<file path="src/rtl/mem_rd_streamer_if.sv">
// Bundles the start/status, memory read port and output stream signals of mem_rd_streamer.
// The master modport is the streamer's view; slave is the surrounding system / memory side.
interface mem_rd_streamer_if #(
    parameter int unsigned DW = 64,
    parameter int unsigned AW = 16,
    parameter int unsigned LW = 16
);
    logic          start;
    logic [AW-1:0] base_addr;
    logic [LW-1:0] len;
    logic          busy;
    logic          done;

    logic          wr_active;
    logic          ren;
    logic [AW-1:0] rd_ptr;
    logic [DW-1:0] mem_dout;

    logic          m_valid;
    logic          m_ready;
    logic [DW-1:0] m_data;

    modport master (
        input  start, base_addr, len, wr_active, mem_dout, m_ready,
        output busy, done, ren, rd_ptr, m_valid, m_data
    );

    modport slave (
        output start, base_addr, len, wr_active, mem_dout, m_ready,
        input  busy, done, ren, rd_ptr, m_valid, m_data
    );
endinterface

</file>
<file path="src/rtl/mem_rd_streamer.sv">
// Streams len consecutive words from a 1-cycle-latency memory into a first-word-fall-through FIFO,
// issuing reads only when the write port is idle and the FIFO has credit for the returning word.
module mem_rd_streamer #(
    parameter int unsigned DW = 64,
    parameter int unsigned AW = 16,
    parameter int unsigned LW = 16,
    parameter int unsigned FD = 4
) (
    input  logic               clk,
    input  logic               rst_n,
    mem_rd_streamer_if.master  bus
);
    localparam int unsigned PW = $clog2(FD);
    localparam int unsigned CW = PW + 1;

    typedef enum logic [1:0] {IDLE, RUN, DRAIN} state_t;

    state_t        state;
    logic [AW-1:0] rd_ptr_q;
    logic [LW-1:0] remaining;
    logic          inflight;
    logic          zl_done;

    logic [DW-1:0] fifo_mem [FD];
    logic [PW-1:0] wr_idx;
    logic [PW-1:0] rd_idx;
    logic [CW-1:0] count;

    logic          fifo_empty;
    logic [CW-1:0] pending;
    logic          issue;
    logic          pop;
    logic          pop_store;
    logic          push;
    logic          last_pop;

    // Credit: stored words plus the word still on mem_dout must leave room for one more.
    assign fifo_empty = (count == '0);
    assign pending    = count + CW'(inflight);
    assign issue      = rst_n && (state == RUN) && !bus.wr_active
                        && (remaining != '0) && (pending < CW'(FD));

    // A word returning into an empty FIFO falls straight through to the output.
    assign bus.m_valid = !fifo_empty || inflight;
    assign bus.m_data  = fifo_empty ? bus.mem_dout : fifo_mem[rd_idx];
    assign pop         = bus.m_valid && bus.m_ready;
    assign pop_store   = pop && !fifo_empty;
    assign push        = inflight && !(pop && fifo_empty);
    assign last_pop    = (state == DRAIN) && pop && (pending == CW'(1));

    assign bus.ren    = issue;
    assign bus.rd_ptr = rd_ptr_q;
    assign bus.busy   = (state != IDLE);
    assign bus.done   = rst_n && (zl_done || last_pop);

    // Control FSM, address/length counters and FIFO pointers.
    always_ff @(posedge clk) begin
        if (!rst_n) begin
            state     <= IDLE;
            rd_ptr_q  <= '0;
            remaining <= '0;
            inflight  <= 1'b0;
            zl_done   <= 1'b0;
            wr_idx    <= '0;
            rd_idx    <= '0;
            count     <= '0;
        end else begin
            inflight <= issue;
            zl_done  <= 1'b0;

            if (push)      wr_idx <= wr_idx + PW'(1);
            if (pop_store) rd_idx <= rd_idx + PW'(1);
            count <= count + CW'(push) - CW'(pop_store);

            case (state)
                IDLE: begin
                    if (bus.start) begin
                        if (bus.len != '0) begin
                            state     <= RUN;
                            rd_ptr_q  <= bus.base_addr;
                            remaining <= bus.len;
                        end else begin
                            zl_done <= 1'b1;
                        end
                    end
                end
                RUN: begin
                    if (issue) begin
                        rd_ptr_q  <= rd_ptr_q + AW'(1);
                        remaining <= remaining - LW'(1);
                        if (remaining == LW'(1)) state <= DRAIN;
                    end
                end
                DRAIN: begin
                    if (last_pop) state <= IDLE;
                end
                default: state <= IDLE;
            endcase
        end
    end

    // FIFO storage carries no reset; occupancy is tracked by count.
    always_ff @(posedge clk) begin
        if (push) fifo_mem[wr_idx] <= bus.mem_dout;
    end
endmodule

</file>
<file path="src/flat_wrapper.sv">
// flat-port wrapper written by rule: the top's interface ports become plain ports
module mem_rd_streamer_flat 
#(
    parameter int unsigned DW = 64,
    parameter int unsigned AW = 16,
    parameter int unsigned LW = 16,
    parameter int unsigned FD = 4
)
  (clk, rst_n, bus_start, bus_base_addr, bus_len, bus_wr_active, bus_mem_dout, bus_m_ready, bus_busy, bus_done, bus_ren, bus_rd_ptr, bus_m_valid, bus_m_data);
  mem_rd_streamer_if #(.DW(DW), .AW(AW), .LW(LW)) bus_i ();
  input  logic clk;
  input  logic rst_n;
  input wire logic [$bits(bus_i.start)-1:0] bus_start;
  input wire logic [$bits(bus_i.base_addr)-1:0] bus_base_addr;
  input wire logic [$bits(bus_i.len)-1:0] bus_len;
  input wire logic [$bits(bus_i.wr_active)-1:0] bus_wr_active;
  input wire logic [$bits(bus_i.mem_dout)-1:0] bus_mem_dout;
  input wire logic [$bits(bus_i.m_ready)-1:0] bus_m_ready;
  output wire logic [$bits(bus_i.busy)-1:0] bus_busy;
  output wire logic [$bits(bus_i.done)-1:0] bus_done;
  output wire logic [$bits(bus_i.ren)-1:0] bus_ren;
  output wire logic [$bits(bus_i.rd_ptr)-1:0] bus_rd_ptr;
  output wire logic [$bits(bus_i.m_valid)-1:0] bus_m_valid;
  output wire logic [$bits(bus_i.m_data)-1:0] bus_m_data;
  assign bus_i.start = bus_start;
  assign bus_i.base_addr = bus_base_addr;
  assign bus_i.len = bus_len;
  assign bus_i.wr_active = bus_wr_active;
  assign bus_i.mem_dout = bus_mem_dout;
  assign bus_i.m_ready = bus_m_ready;
  assign bus_busy = bus_i.busy;
  assign bus_done = bus_i.done;
  assign bus_ren = bus_i.ren;
  assign bus_rd_ptr = bus_i.rd_ptr;
  assign bus_m_valid = bus_i.m_valid;
  assign bus_m_data = bus_i.m_data;
  mem_rd_streamer #(.DW(DW), .AW(AW), .LW(LW), .FD(FD)) u_core (.clk(clk), .rst_n(rst_n), .bus(bus_i));
endmodule
</file>
<file path="config.mk">
export PLATFORM = sky130hd
export DESIGN_NAME = mem_rd_streamer_flat
export DESIGN_NICKNAME = d
export VERILOG_FILES = /design/src/rtl/mem_rd_streamer_if.sv /design/src/rtl/mem_rd_streamer.sv /design/src/flat_wrapper.sv
export SDC_FILE = /design/constraint.sdc
export NUM_CORES = 1
export LEC_CHECK = 0
export CAP_MARGIN = 20
export CELL_PAD_IN_SITES_DETAIL_PLACEMENT = 1
export CELL_PAD_IN_SITES_GLOBAL_PLACEMENT = 1
export CORE_ASPECT_RATIO = 1.4
export CORE_MARGIN = 3
export CORE_UTILIZATION = 51
export CTS_BUF_LIST = sky130_fd_sc_hd__clkbuf_2
export CTS_CLUSTER_DIAMETER = 200
export DETAILED_ROUTE_END_ITERATION = 12
export MAX_ROUTING_LAYER = met4
export PLACE_DENSITY_LB_ADDON = 0.25
export SYNTH_ARGS = -nofsm -noshare
export SYNTH_HDL_FRONTEND = slang
export SYNTH_SLANG_ARGS = --single-unit
</file>
<file path="constraint.sdc">
create_clock -name clk -period 6.1 [get_ports clk]
set_input_delay 0.61 -clock clk [delete_from_list [all_inputs] [get_ports clk]]
set_output_delay 0.61 -clock clk [all_outputs]
set_load 0.02 [all_outputs]
</file>
==> impl_metrics.tcl, run 1 <==
set metrics [dict create \
    status "finished, final reports clean" \
    pin_count_of_the_biggest_net_entering_global_routing 73 \
    clkSinkCount 301 \
    tritoncts "done" \
    fp.dieW_um 140 \
    max_clock_freq_mhz 228 \
    min_from "bus_base_addr[1]" \
    clockRootBuffer "sky130_fd_sc_hd__clkbuf_2" \
    critical_path.startpoint_type "register" \
    synth_cell_types 63 \
    skew_pair_late_insertion_delay_ns 0.84 \
    fp.dieArea_mm2 0.0272 \
    core_area_mm2 0.0248 \
    synth_top_area_cell "sky130_fd_sc_hd__edfxtp_1" \
    synth_ff_type "sky130_fd_sc_hd__edfxtp_1" \
    cts.path.max_buffers 3 \
    drv_slew 0 \
    relSlewSlack_pct 23.9 \
    rsz0062_at_grt "no" \
    effective_utilization_at_floorplan_pct 51.9 \
    nets 1109 \
    holdBufCountCts 0 \
    maxCapViolCount 0 \
    data_arrival_time_of_the_worst_path_ns 3.77 \
    area_growth_pct 21.7 \
    yosysSeqAreaShare_pct 66.8 \
    yosysWarnings 0 \
    detail_route.wirelength_um 31100 \
    cts.repair_timing.setup_buffer_count 0 \
    synth.ff_latch_count 301 \
    drt_iter0_markers 467 \
    fillers 2325 \
    dpl.hpwl_um 19700 \
    min_path_type "input pin to register" \
    holdPathStages 3 \
    finalPower_mw 5.97 \
    tightestPinTransition_ns 1.14 \
    worst-r2r-setup-slack_ns 2.88 \
    worst_setup_path_end_kind "output port" \
    cts-buffers-inserted 71 \
    wl_per_cell_um 22.7 \
    post_synth_instance_area_mm2 0.0129 \
    power_frac_seq_pct 40.8 \
    gr-usage-all-layers_pct 23.7 \
    port-buffer-count 184 \
    p_switching_mw 1.97 \
    cts_max_level 3 \
    worstPathMaxFanout 44 \
    reg2reg_to "u_core.bus.rd_ptr[14]" \
    std_cell_rows 68 \
    timing.reg2reg.worst_path_depth 7 \
    final.setup_skew_ns 0.0458 \
    power_density_mw_per_mm2 382 \
    gp_congestion 0.805 \
    worst_r2r_startpoint "u_core.remaining[1]" \
    grt_first_pass_wirelength_um 49000 \
    clock_power_share_pct 21.8 \
    postSynth.asyncResetShare_pct 0 \
    finalCoreUtilization_pct 63.2 \
    timing.critical_path.required_ns 5.49 \
    power.leakage_nw 5.22 \
    first_pass_iteration_count_of_the_detailed_router 4 \
    combinationalPowerShare_pct 37.5 \
    syn-num-nets 890 \
    floorplan.io_pins 185 \
    synthTopCellsByArea "sky130_fd_sc_hd__edfxtp_1 60%, sky130_fd_sc_hd__mux4_2 11%, sky130_fd_sc_hd__dfxtp_1 7.0%" \
    worst-setup-path-type "register to output port" \
    synth_largest_type_area_fraction_pct 59.8 \
    drc_errors 0 \
    number_of_global_route_vias_before_repair 8759 \
    drt.antenna.violating_nets 0 \
    fraction_of_power_spent_switching_nets_pct 33.0 \
    synth-edff-count 256 \
    final_layout_size_suffix_gt1_share_pct 26.6 \
    die-height_um 194 \
    setup_total_negative_slack_ns 0 \
    p_int_mw 4.00 \
    final.min_clock_period_ns 4.38 \
    finalHoldViolCount 0 \
    antenna_found_initial 3 \
    reg_clk_slew_reported_paths_ns 0.11 \
    grt.overflow.total 0 \
    post_drt_via_cell_ratio 5.87 \
    cts_repair_resize_count 0 \
    hold_path_end "u_core.bus.rd_ptr[1]" \
    setup_viol_count_final 0 \
    vdd.ir_drop.worst_v 0.000228 \
    postSynthAreaPerCell_um2 16.6 \
    vias 8036 \
    postSynthCellCount 776 \
    period_utilization_post_route_pct 71.9 \
]
==> cell type report <==
| type | instances | area (um^2) | share of cell area, % |
|---|---|---|---|
| inverters | 13 | 48.8 | 0.312 |
| multi-input cells | 412 | 4010 | 25.6 |
| diodes | 3 | 7.51 | 0.0480 |
| repair buffers | 196 | 1930 | 12.4 |
| well taps | 315 | 394 | 2.52 |
| flip-flops and latches | 301 | 8590 | 54.9 |
| clock inverters | 19 | 105 | 0.672 |
| clock buffers | 110 | 551 | 3.52 |
==> flip-flops by register name (all words and copies together) (netlist names), named ones only <==
name / flops
u_core.bus.rd_ptr: 16
u_core.count: 3
u_core.fifo_mem: 256
u_core.inflight: 1
u_core.rd_idx: 2
u_core.remaining: 16
u_core.state: 2
u_core.wr_idx: 2
u_core.zl_done: 1
==> worst max path at each step <==
stage                                        to  cells past startpoint            start
after floorplan           u_core.fifo_mem[0][0]                      4  u_core.count[1]
after global placement           bus_m_data[53]                      4         register
after detailed placement         bus_m_data[51]                      4         register
after CTS                        bus_m_data[51]                      4         register
after global routing             bus_m_data[55]                      4         register
final                            bus_m_data[51]                      4         register
==> cells in the mapped netlist, types with 4 or more instances <==
master / instances
sky130_fd_sc_hd__inv_1: 13
sky130_fd_sc_hd__nand2b_1: 5
sky130_fd_sc_hd__a32oi_1: 5
sky130_fd_sc_hd__edfxtp_1: 256
sky130_fd_sc_hd__o41ai_1: 4
sky130_fd_sc_hd__and3_1: 5
sky130_fd_sc_hd__nor3_1: 14
sky130_fd_sc_hd__o21ai_0: 11
sky130_fd_sc_hd__clkbuf_1: 31
sky130_fd_sc_hd__buf_1: 6
sky130_fd_sc_hd__and2_1: 8
sky130_fd_sc_hd__ha_1: 12
sky130_fd_sc_hd__nand2_1: 30
sky130_fd_sc_hd__nor4_1: 7
sky130_fd_sc_hd__or4_1: 4
sky130_fd_sc_hd__a21oi_1: 21
sky130_fd_sc_hd__a31oi_1: 6
sky130_fd_sc_hd__xnor2_1: 4
sky130_fd_sc_hd__dfxtp_1: 45
sky130_fd_sc_hd__o31ai_1: 21
sky130_fd_sc_hd__buf_2: 10
sky130_fd_sc_hd__mux4_2: 64
sky130_fd_sc_hd__mux2_2: 64
sky130_fd_sc_hd__o311ai_0: 18
sky130_fd_sc_hd__nand3_1: 13
sky130_fd_sc_hd__nor2_1: 43
==> routing by layer <==
layer | vias to the layer above | wire length [um] | part of all wire (%) | global-route usage [%]
met5 | - | 0 | 0 | -
met4 | 0 | 503 | 1.6 | 6.86
met3 | 40 | 1530 | 4.9 | 4.56
met2 | 241 | 16500 | 53 | 40.2
met1 | 4128 | 12600 | 40 | 29.3
li1 | 3627 | - | - | -
==> worst max-delay path, stage by stage (launching register included) <==
cell and delay [ns]:
sky130_fd_sc_hd__dfxtp_4 0.96, sky130_fd_sc_hd__buf_4 0.53, sky130_fd_sc_hd__mux4_2 0.58, sky130_fd_sc_hd__mux2_2 0.28, sky130_fd_sc_hd__clkdlybuf4s50_1 0.58
==> cells in the final DEF, fill, tap and decap left out, drive strengths merged, types with 5 or more instances in the layout <==
master         count
buf               12
and2               8
mux4              64
nor3              14
clkinv            16
a31oi              6
nand2             30
edfxtp           256
o311ai            18
nor2              43
clkbuf           110
nand3             13
nor4               8
and3               5
o31ai             21
nand2b             5
o21ai             14
mux2              64
dfxtp             45
a21oi             21
a32oi              5
inv               15
clkdlybuf4s50    184
ha                12
==> power groups by stage <==
stage	combinational, mW	clock, mW	sequential, mW
CTS	2.27	1.35	2.44
finish	2.24	1.30	2.43
global placement	2.23	0	2.48
global route	2.37	1.47	2.46
detailed placement	2.26	0	2.49
floorplan	1.47	0	2.38
==> stage by stage <==
stage	std cells	setup WS [ns]	hold WS (ns)	instance area (um^2)
after floorplan	776	3.00	0.454	12900
after global placement	1237	2.51	0.473	15000
after detailed placement	1237	2.48	0.497	15000
after CTS	1366	1.50	0.294	15600
after global routing	1369	1.35	0.343	15600
final	1369	1.72	0.398	15600
==> cells by family (layout without fill, tap and decap cells) <==
kind of cell	after synthesis	in the layout	synth area share (%)
DFF	301	301	66.8
and+or+nand+nor	146	146	5.70
muxes	130	130	17.0
AOI/OAI and AO/OA	117	117	6.68
buffers and inverters	63	338	2.11
adders and majority gates	13	13	1.32
xor gates and xnor gates	6	6	0.409
other	0	3	0
Note: power is estimated with default switching activity, not from simulation.
==> run 2, diff against run 1 <==
- CORE_UTILIZATION: 51 -> 43
- clock period: 6.1 -> 3.8 ns (I/O delays scaled with it)
==> run 2 against run 1 <==
Net effect: wire length decreased by 1.0%; sequential power is 56% higher; critical path depth unchanged; hold slack got worse by 0.21 ns; via count down 0.58%; flip-flop and latch count unchanged; count of clock-buffer cells in the layout fell by 7; global-route usage shrank 3.7 points; die area is 18% higher.
==> impl_metrics.tcl, run 2 (synthesis results as in run 1) <==
set metrics [dict create \
    clkSinkCount 301 \
    drc_errors 0 \
    die-height_um 211 \
    worstPathMaxFanout 28 \
    dr_wl_met3_um 1370 \
    fillers 2859 \
    skew_pair_late_insertion_delay_ns 0.83 \
    post_drt_via_cell_ratio 5.55 \
    vdd.ir_drop.worst_v 0.000376 \
    grt.overflow.total 0 \
    drv_slew 0 \
    clockRootBuffer "sky130_fd_sc_hd__clkbuf_2" \
    cts.path.max_buffers 3 \
    gr-usage-all-layers_pct 20.1 \
    drt.antenna.violating_nets 0 \
    core_area_mm2 0.0294 \
    power.leakage_nw 5.27 \
    cts_max_level 3 \
    tightestPinTransition_ns 1.07 \
    area_growth_pct 23.4 \
    commonest_cells_after_routing_fill_and_taps_aside "256 x sky130_fd_sc_hd__edfxtp_1, 184 x sky130_fd_sc_hd__clkdlybuf4s50_1, 103 x sky130_fd_sc_hd__clkbuf_2" \
    first_pass_iteration_count_of_the_detailed_router 5 \
    maxCapViolCount 0 \
    routed-wl-met2_um 16600 \
    setup_total_negative_slack_ns 0 \
    vias 7989 \
    reg_clk_slew_reported_paths_ns 0.11 \
    grt_first_pass_wirelength_um 49300 \
    hold_path_end "u_core.bus.rd_ptr[1]" \
    finalHoldViolCount 0 \
    fp.dieArea_mm2 0.0320 \
    fp.dieW_um 152 \
    holdBufCountCts 0 \
    worst-setup-path-type "register to output port" \
    largest_reg_flops 256 \
    final.min_clock_period_ns 3.41 \
    wl_per_cell_um 21.4 \
    rsz0062_at_grt "no" \
    tritoncts "done" \
    drt_iter0_markers 384 \
    period_utilization_post_route_pct 89.7 \
    top_layer "met4" \
    relSlewSlack_pct 28.9 \
    max_clock_freq_mhz 293 \
    worst_setup_path_end_kind "output port" \
    met1Wirelength_um 12400 \
    pin_count_of_the_biggest_net_entering_global_routing 67 \
    finalCoreUtilization_pct 54.1 \
    std_cell_rows 74 \
    cts.repair_timing.setup_buffer_count 0 \
    status "finished, final reports clean" \
    worst-r2r-setup-slack_ns 1.03 \
    antenna_found_initial 1 \
    postLayoutSetupSlackWorst_ns 0.391 \
    port-buffer-count 184 \
    data_arrival_time_of_the_worst_path_ns 3.03 \
    setup_viol_count_final 0 \
    detail_route.wirelength_um 30800 \
    critical_path.startpoint_type "register" \
    cts-buffers-inserted 72 \
    nets 1121 \
    cts_repair_resize_count 0 \
    power_density_mw_per_mm2 602 \
    number_of_global_route_vias_before_repair 8899 \
    gp_congestion 0.825 \
    floorplan.io_pins 185 \
    reg2reg_to "u_core.remaining[15]" \
    final.setup_skew_ns 0.0447 \
    min_from "bus_base_addr[1]" \
    worst_r2r_startpoint "u_core.remaining[0]" \
    preCtsSetupSlack_ns 1.05 \
    timing.critical_path.required_ns 3.42 \
    largest-register "u_core.fifo_mem" \
    final_layout_size_suffix_gt1_share_pct 26.8 \
    min_path_type "input pin to register" \
    finalPower_mw 9.55 \
    mostFrequentLayoutCell "sky130_fd_sc_hd__edfxtp_1" \
    effective_utilization_at_floorplan_pct 43.8 \
    dpl.hpwl_um 19900 \
    timing.reg2reg.worst_path_depth 8 \
    holdPathStages 3 \
]
-- run 2: final cells by class --
type	count	area (um^2)	area share, %
diodes	1	2.50	0.0158
clock buffers	103	515	3.25
clock inverters	23	93.8	0.591
inverters	13	48.8	0.308
multi-input cells	412	4010	25.3
flip-flops and latches	301	8590	54.2
well taps	380	475	3.00
repair buffers	207	2130	13.4
-- run 2: how the worst max path moves through the flow --
stage                             start                     to  slack, ns
floorplan               u_core.count[1]  u_core.fifo_mem[1][0]       0.70
global placement    u_core.remaining[0]    u_core.remaining[1]       1.12
detailed placement                rst_n   u_core.remaining[14]       1.05
CTS                            register          bus_m_data[2]       0.18
global route        u_core.remaining[0]                bus_ren       0.13
finish                         register         bus_m_data[39]       0.39
-- run 2: power by group --
group | switching (mW) | leakage, nW | internal, mW
clock network | 1.23 | 0.486 | 0.730
registers | 0.105 | 2.67 | 3.67
logic | 1.84 | 2.11 | 1.97
total | 3.17 | 5.27 | 6.38
-- run 2: critical path, cell delays in order (launching register included) --
cell	delay [ns]
sky130_fd_sc_hd__dfxtp_2	0.77
sky130_fd_sc_hd__buf_12	0.29
sky130_fd_sc_hd__mux4_2	0.32
sky130_fd_sc_hd__mux2_2	0.30
sky130_fd_sc_hd__clkdlybuf4s50_1	0.54
-- run 2: per-layer routing --
metal  vias up  track usage [%]
li1       3645                -
met5         -                -
met4         0             6.48
met2       255             35.1
met3        40             4.03
met1      4049             23.3
-- run 2: per-stage QoR --
| step | instances | hold slack (ns) | area (um^2) |
|---|---|---|---|
| CTS | 1439 | 0.0557 | 15900 |
| global route | 1440 | 0.0794 | 15900 |
| floorplan | 776 | 0.454 | 12900 |
| global placement | 1313 | 0.476 | 15300 |
| detailed placement | 1313 | 0.479 | 15300 |
| finish | 1440 | 0.192 | 15900 |
==> run 3, diff against run 2 <==
- PLACE_DENSITY: default -> 0.77
- PLACE_DENSITY_LB_ADDON: 0.25 -> default
==> run 3 against run 2 <==
Net effect: die area stayed put; sequential power is essentially flat; setup slack worse by 0.12 ns; total power grew 0.25%; largest power group is now sequential cells; wire length up 1.8%; clock skew increased by 0.011 ns; cell count grew 0.21%; via count rose by 0.24%; core utilization shrank 0.068 points; count of clock-buffer cells in the layout fell by 5; flip-flop and latch count unchanged; highest routed layer unchanged; cell area fell by 0.13%.
==> impl_metrics.tcl, run 3 (synthesis results as in run 1) <==
set metrics [dict create \
    vdd.ir_drop.worst_v 0.000221 \
    tightestPinTransition_ns 1.04 \
    cts_max_level 3 \
    final.setup_skew_ns 0.0556 \
    effective_utilization_at_floorplan_pct 43.8 \
    min_path_type "input pin to register" \
    floorplan.io_pins 185 \
    number_of_global_route_vias_before_repair 8842 \
    data_arrival_time_of_the_worst_path_ns 3.15 \
    std_cell_rows 74 \
    drv_slew 0 \
    grt_first_pass_wirelength_um 49700 \
    max_clock_freq_mhz 283 \
    final.min_clock_period_ns 3.53 \
    top_layer "met4" \
    grt.overflow.total 0 \
    rsz0062_at_grt "no" \
    die-height_um 211 \
    power_density_mw_per_mm2 604 \
    clkSinkCount 301 \
    antenna_found_initial 3 \
    fillers 2838 \
    met1Wirelength_um 12500 \
    cp.buffers_inverters 2 \
    power.leakage_nw 5.25 \
    skew_pair_late_insertion_delay_ns 0.85 \
    worst_path_dominant_cell_family "buffers and inverters" \
    cts_repair_resize_count 0 \
    holdBufCountCts 0 \
    reg_clk_slew_reported_paths_ns 0.11 \
    maxCapViolCount 0 \
    cp_slowest_stage_delay_ns 0.59 \
    gr-usage-all-layers_pct 20.2 \
    relSlewSlack_pct 30.8 \
    worstPathMaxFanout 46 \
    crit_slowest_cell "sky130_fd_sc_hd__buf_4" \
    dpl.hpwl_um 20600 \
    core_area_mm2 0.0294 \
    period_utilization_post_route_pct 93.0 \
    tritoncts "done" \
    finalHoldViolCount 0 \
    clockRootBuffer "sky130_fd_sc_hd__clkbuf_2" \
    final_layout_size_suffix_gt1_share_pct 26.3 \
    fp.dieArea_mm2 0.0320 \
    critical_path.startpoint_type "register" \
    vias 8008 \
    pin_count_of_the_biggest_net_entering_global_routing 58 \
    post_drt_via_cell_ratio 5.55 \
    mostFrequentLayoutCell "sky130_fd_sc_hd__edfxtp_1" \
    port-buffer-count 184 \
    commonest_cells_after_routing_fill_and_taps_aside "256 x sky130_fd_sc_hd__edfxtp_1, 184 x sky130_fd_sc_hd__clkdlybuf4s50_1, 98 x sky130_fd_sc_hd__clkbuf_2" \
    routed-wl-met2_um 17000 \
    gp_congestion 0.865 \
    largest-register "u_core.fifo_mem" \
    cts-buffers-inserted 71 \
    setup_total_negative_slack_ns 0 \
    largest_reg_flops 256 \
    drt.antenna.violating_nets 0 \
    area_growth_pct 23.3 \
    drt_iter0_markers 397 \
    status "finished, final reports clean" \
    wl_per_cell_um 21.8 \
    fp.dieW_um 152 \
    setup_viol_count_final 0 \
    worst_setup_path_end_kind "output port" \
    cts.path.max_buffers 3 \
    detail_route.wirelength_um 31400 \
    finalPower_mw 9.57 \
    timing.critical_path.required_ns 3.42 \
    first_pass_iteration_count_of_the_detailed_router 7 \
    worst-setup-path-type "register to output port" \
    dr_wl_met3_um 1470 \
    crit_path_cell_trace "nor3_2 > buf_4 > mux2_2 > clkdlybuf4s50_1" \
    nets 1119 \
    drc_errors 0 \
]
-- run 3: cell type report --
| type | count | area (um^2) | area share, % |
|---|---|---|---|
| Sequential cell | 301 | 8590 | 54.2 |
| Clock buffer | 98 | 490 | 3.10 |
| Clock inverter | 29 | 141 | 0.892 |
| Multi-Input combinational cell | 412 | 4010 | 25.3 |
| Timing Repair Buffer | 206 | 2080 | 13.1 |
| Antenna cell | 4 | 10.0 | 0.0632 |
| Tap cell | 380 | 475 | 3.00 |
| Inverter | 13 | 48.8 | 0.308 |
-- run 3: path summary, 6_finish.rpt --
| path | from | end | slack, ns | cells past startpoint |
|---|---|---|---|---|
| worst max-delay path | u_core.count[1] | bus_m_data[45] | 0.27 | 4 |
| worst max register to register | u_core.remaining[1] | u_core.bus.rd_ptr[14] | 0.83 | 7 |
| worst min-delay path | bus_base_addr[1] | u_core.bus.rd_ptr[1] | 0.15 | 3 |
| worst min register to register | u_core.remaining[14] | u_core.remaining[14] | 0.52 | 2 |
-- run 3: routing by layer --
layer,up-vias,track usage (%)
met5,-,-
met4,0,6.14
met3,32,4.48
met2,222,35.6
met1,4111,23.3
li1,3643,-
-- run 3: worst register-to-register path, stage by stage, from the launching register on --
cell	delay (ns)
sky130_fd_sc_hd__dfxtp_1	0.34
sky130_fd_sc_hd__inv_1	0.13
sky130_fd_sc_hd__ha_1	0.18
sky130_fd_sc_hd__or4b_2	0.63
sky130_fd_sc_hd__nor4_4	0.29
sky130_fd_sc_hd__o21a_1	0.66
sky130_fd_sc_hd__nor2_1	0.31
sky130_fd_sc_hd__a31o_2	0.31
-- run 3: power by group --
| group | switching [mW] | internal, mW | leakage, nW | total [mW] |
|---|---|---|---|---|
| logic | 1.80 | 1.95 | 2.09 | 3.75 |
| clock network | 1.24 | 0.774 | 0.488 | 2.02 |
| registers | 0.132 | 3.68 | 2.67 | 3.81 |
-- run 3: timing repair --
action / 4_1_cts / 5_1_grt
hold endpoints to repair: 0 / 0
setup buffers: 1 / 0
setup endpoints to repair: 1 / 0
-- run 3: metrics by stage --
stage | setup slack [ns] | util [%] | instance area, um^2 | hold slack (ns) | instances
after floorplan | 0.700 | - | 12900 | 0.454 | 776
after global placement | 0.861 | 51.7 | 15200 | 0.487 | 1311
after CTS | 0.111 | 54.0 | 15800 | 0.0311 | 1439
final | 0.266 | 54.0 | 15800 | 0.149 | 1443
after detailed placement | 0.837 | 51.7 | 15200 | 0.499 | 1311
after global routing | 0.0275 | 54.0 | 15800 | 0.0723 | 1443
==> RTL edit: new RTL, flow settings as in run 3 <==
The 3 states of `state_t` get a one-hot encoding in 3 bits.
--- a/src/rtl/mem_rd_streamer.sv
+++ b/src/rtl/mem_rd_streamer.sv
@@ -14,5 +14,5 @@
     localparam int unsigned CW = PW + 1;
 
-    typedef enum logic [1:0] {IDLE, RUN, DRAIN} state_t;
+    typedef enum logic [2:0] {IDLE = 3'b001, RUN = 3'b010, DRAIN = 3'b100} state_t;
 
     state_t        state;
Function: no difference found for any inputs over 4 cycles, from zero or initial values and one cycle with rst_n low; so few cycles prove little.
==> RTL edit against run 3 <==
Sequential power hardly changed; worst setup slack worse by 0.013 ns; sequential cell count is 1 higher; power is 3.3% lower; final cell count is 0.28% higher; design area is 0.11% higher; global-route usage is 0.23 points higher; synthesized area is 0.12% lower; routed wire length is 0.63% higher; critical path type unchanged.
==> RTL edit: results <==
sta:
  tightest_slew_ns: 0.833
  finClkSkew_ns: 0.0698
  period_needed_ns: 3.55
clocking:
  clock_latency_ns: 0.87
  numCtsBuffers: 75
  postCtsSetupBuffers: 0
  ctsResizeCount: 1
  clock_path_buffers: 3
place:
  gp_congestion: 0.784
  port_buffers: 184
  dp_hpwl_mm: 20.2
  pre_cts_ws_ns: 0.872
  dp.cells: 1317
  place_area_um2: 15200
grt:
  gr-usage-met3_pct: 4.11
  met2_usage_pct: 35.6
  grt.total_usage_pct: 20.5
  grt_antenna_before_repair: 1
  grt_pass1_wl_mm: 50.2
  grt_max_degree: 77
  first_global_vias: 8860
  grtUsageMet1_pct: 23.6
synth:
  avgSynthCellArea_um2: 16.4
  synth_mux_area_share_pct: 17.0
  synth_fp_nets: 897
  seq_area_frac_synth_pct: 67.0
  synth.area.top_cells: "edfxtp_1, mux4_2, dfxtp_1"
  yosys.area_share.adder_pct: 1.33
  synth_top_cells_by_count: "edfxtp_1, mux2_2, mux4_2"
  synth_compound_area_share_pct: 6.11
  synth_cell_types: 54
  synthXorXnorAreaFrac_pct: 0.409
setup_path:
  worstRegToRegCells: 6
  crit_end: "bus_m_data[1]"
  crit_slowest_cell: "dfxtp_4"
  crit_arrival_ns: 3.17
  max_stage_delay_ns: 0.68
  regToRegSetupSlack_ns: 0.97
  r2r-end: "u_core.bus.rd_ptr[2]"
  reg2reg_from: "u_core.state[1]"
  cp_max_fo: 22
final_layout:
  layout.nets: 1128
  drive_gt1_share_pct: 25.9
  stdcell_count: 1447
routing:
  drt-total-wl_mm: 31.6
  first_pass_iters: 4
  dr.first_iter.drc_count: 372
  vias_per_cell: 5.57
power_and_ir_drop:
  p_int_w: 0.00624
  power.leakage_nw: 5.31
  combPwrFrac_pct: 37.0
  pg_comb_w: 0.00343
  ir_drop_v: 0.000303
outcome:
  status: "completed"
[RTL edit: how the worst min path moves through the flow]
stage / startpoint / endpoint / slack, ns / cells past startpoint
global route: bus_mem_dout[49] / u_core.fifo_mem[3][49] / 0.08 / 1
global placement: u_core.remaining[15] / u_core.remaining[15] / 0.46 / 2
CTS: bus_mem_dout[49] / u_core.fifo_mem[3][49] / 0.03 / 1
detailed placement: u_core.remaining[14] / u_core.remaining[14] / 0.47 / 2
finish: bus_mem_dout[49] / u_core.fifo_mem[1][49] / 0.15 / 1
floorplan: u_core.remaining[15] / u_core.remaining[15] / 0.45 / 2
[RTL edit: layout make-up]
class,instances,area (um^2)
antenna,1,2.50
clock buffer,108,541
clock inverter,21,87.6
fill,2868,13500
inverter,11,41.3
multi-input combinational,419,3990
sequential,302,8610
tap,380,475
timing repair buffer,205,2110
[RTL edit: layer usage]
metal  wire [um]  vias to the layer above
met5           0                        -
met4         678                        0
met3        1530                       46
met2       16600                      255
met1       12700                     4117
li1            -                     3649
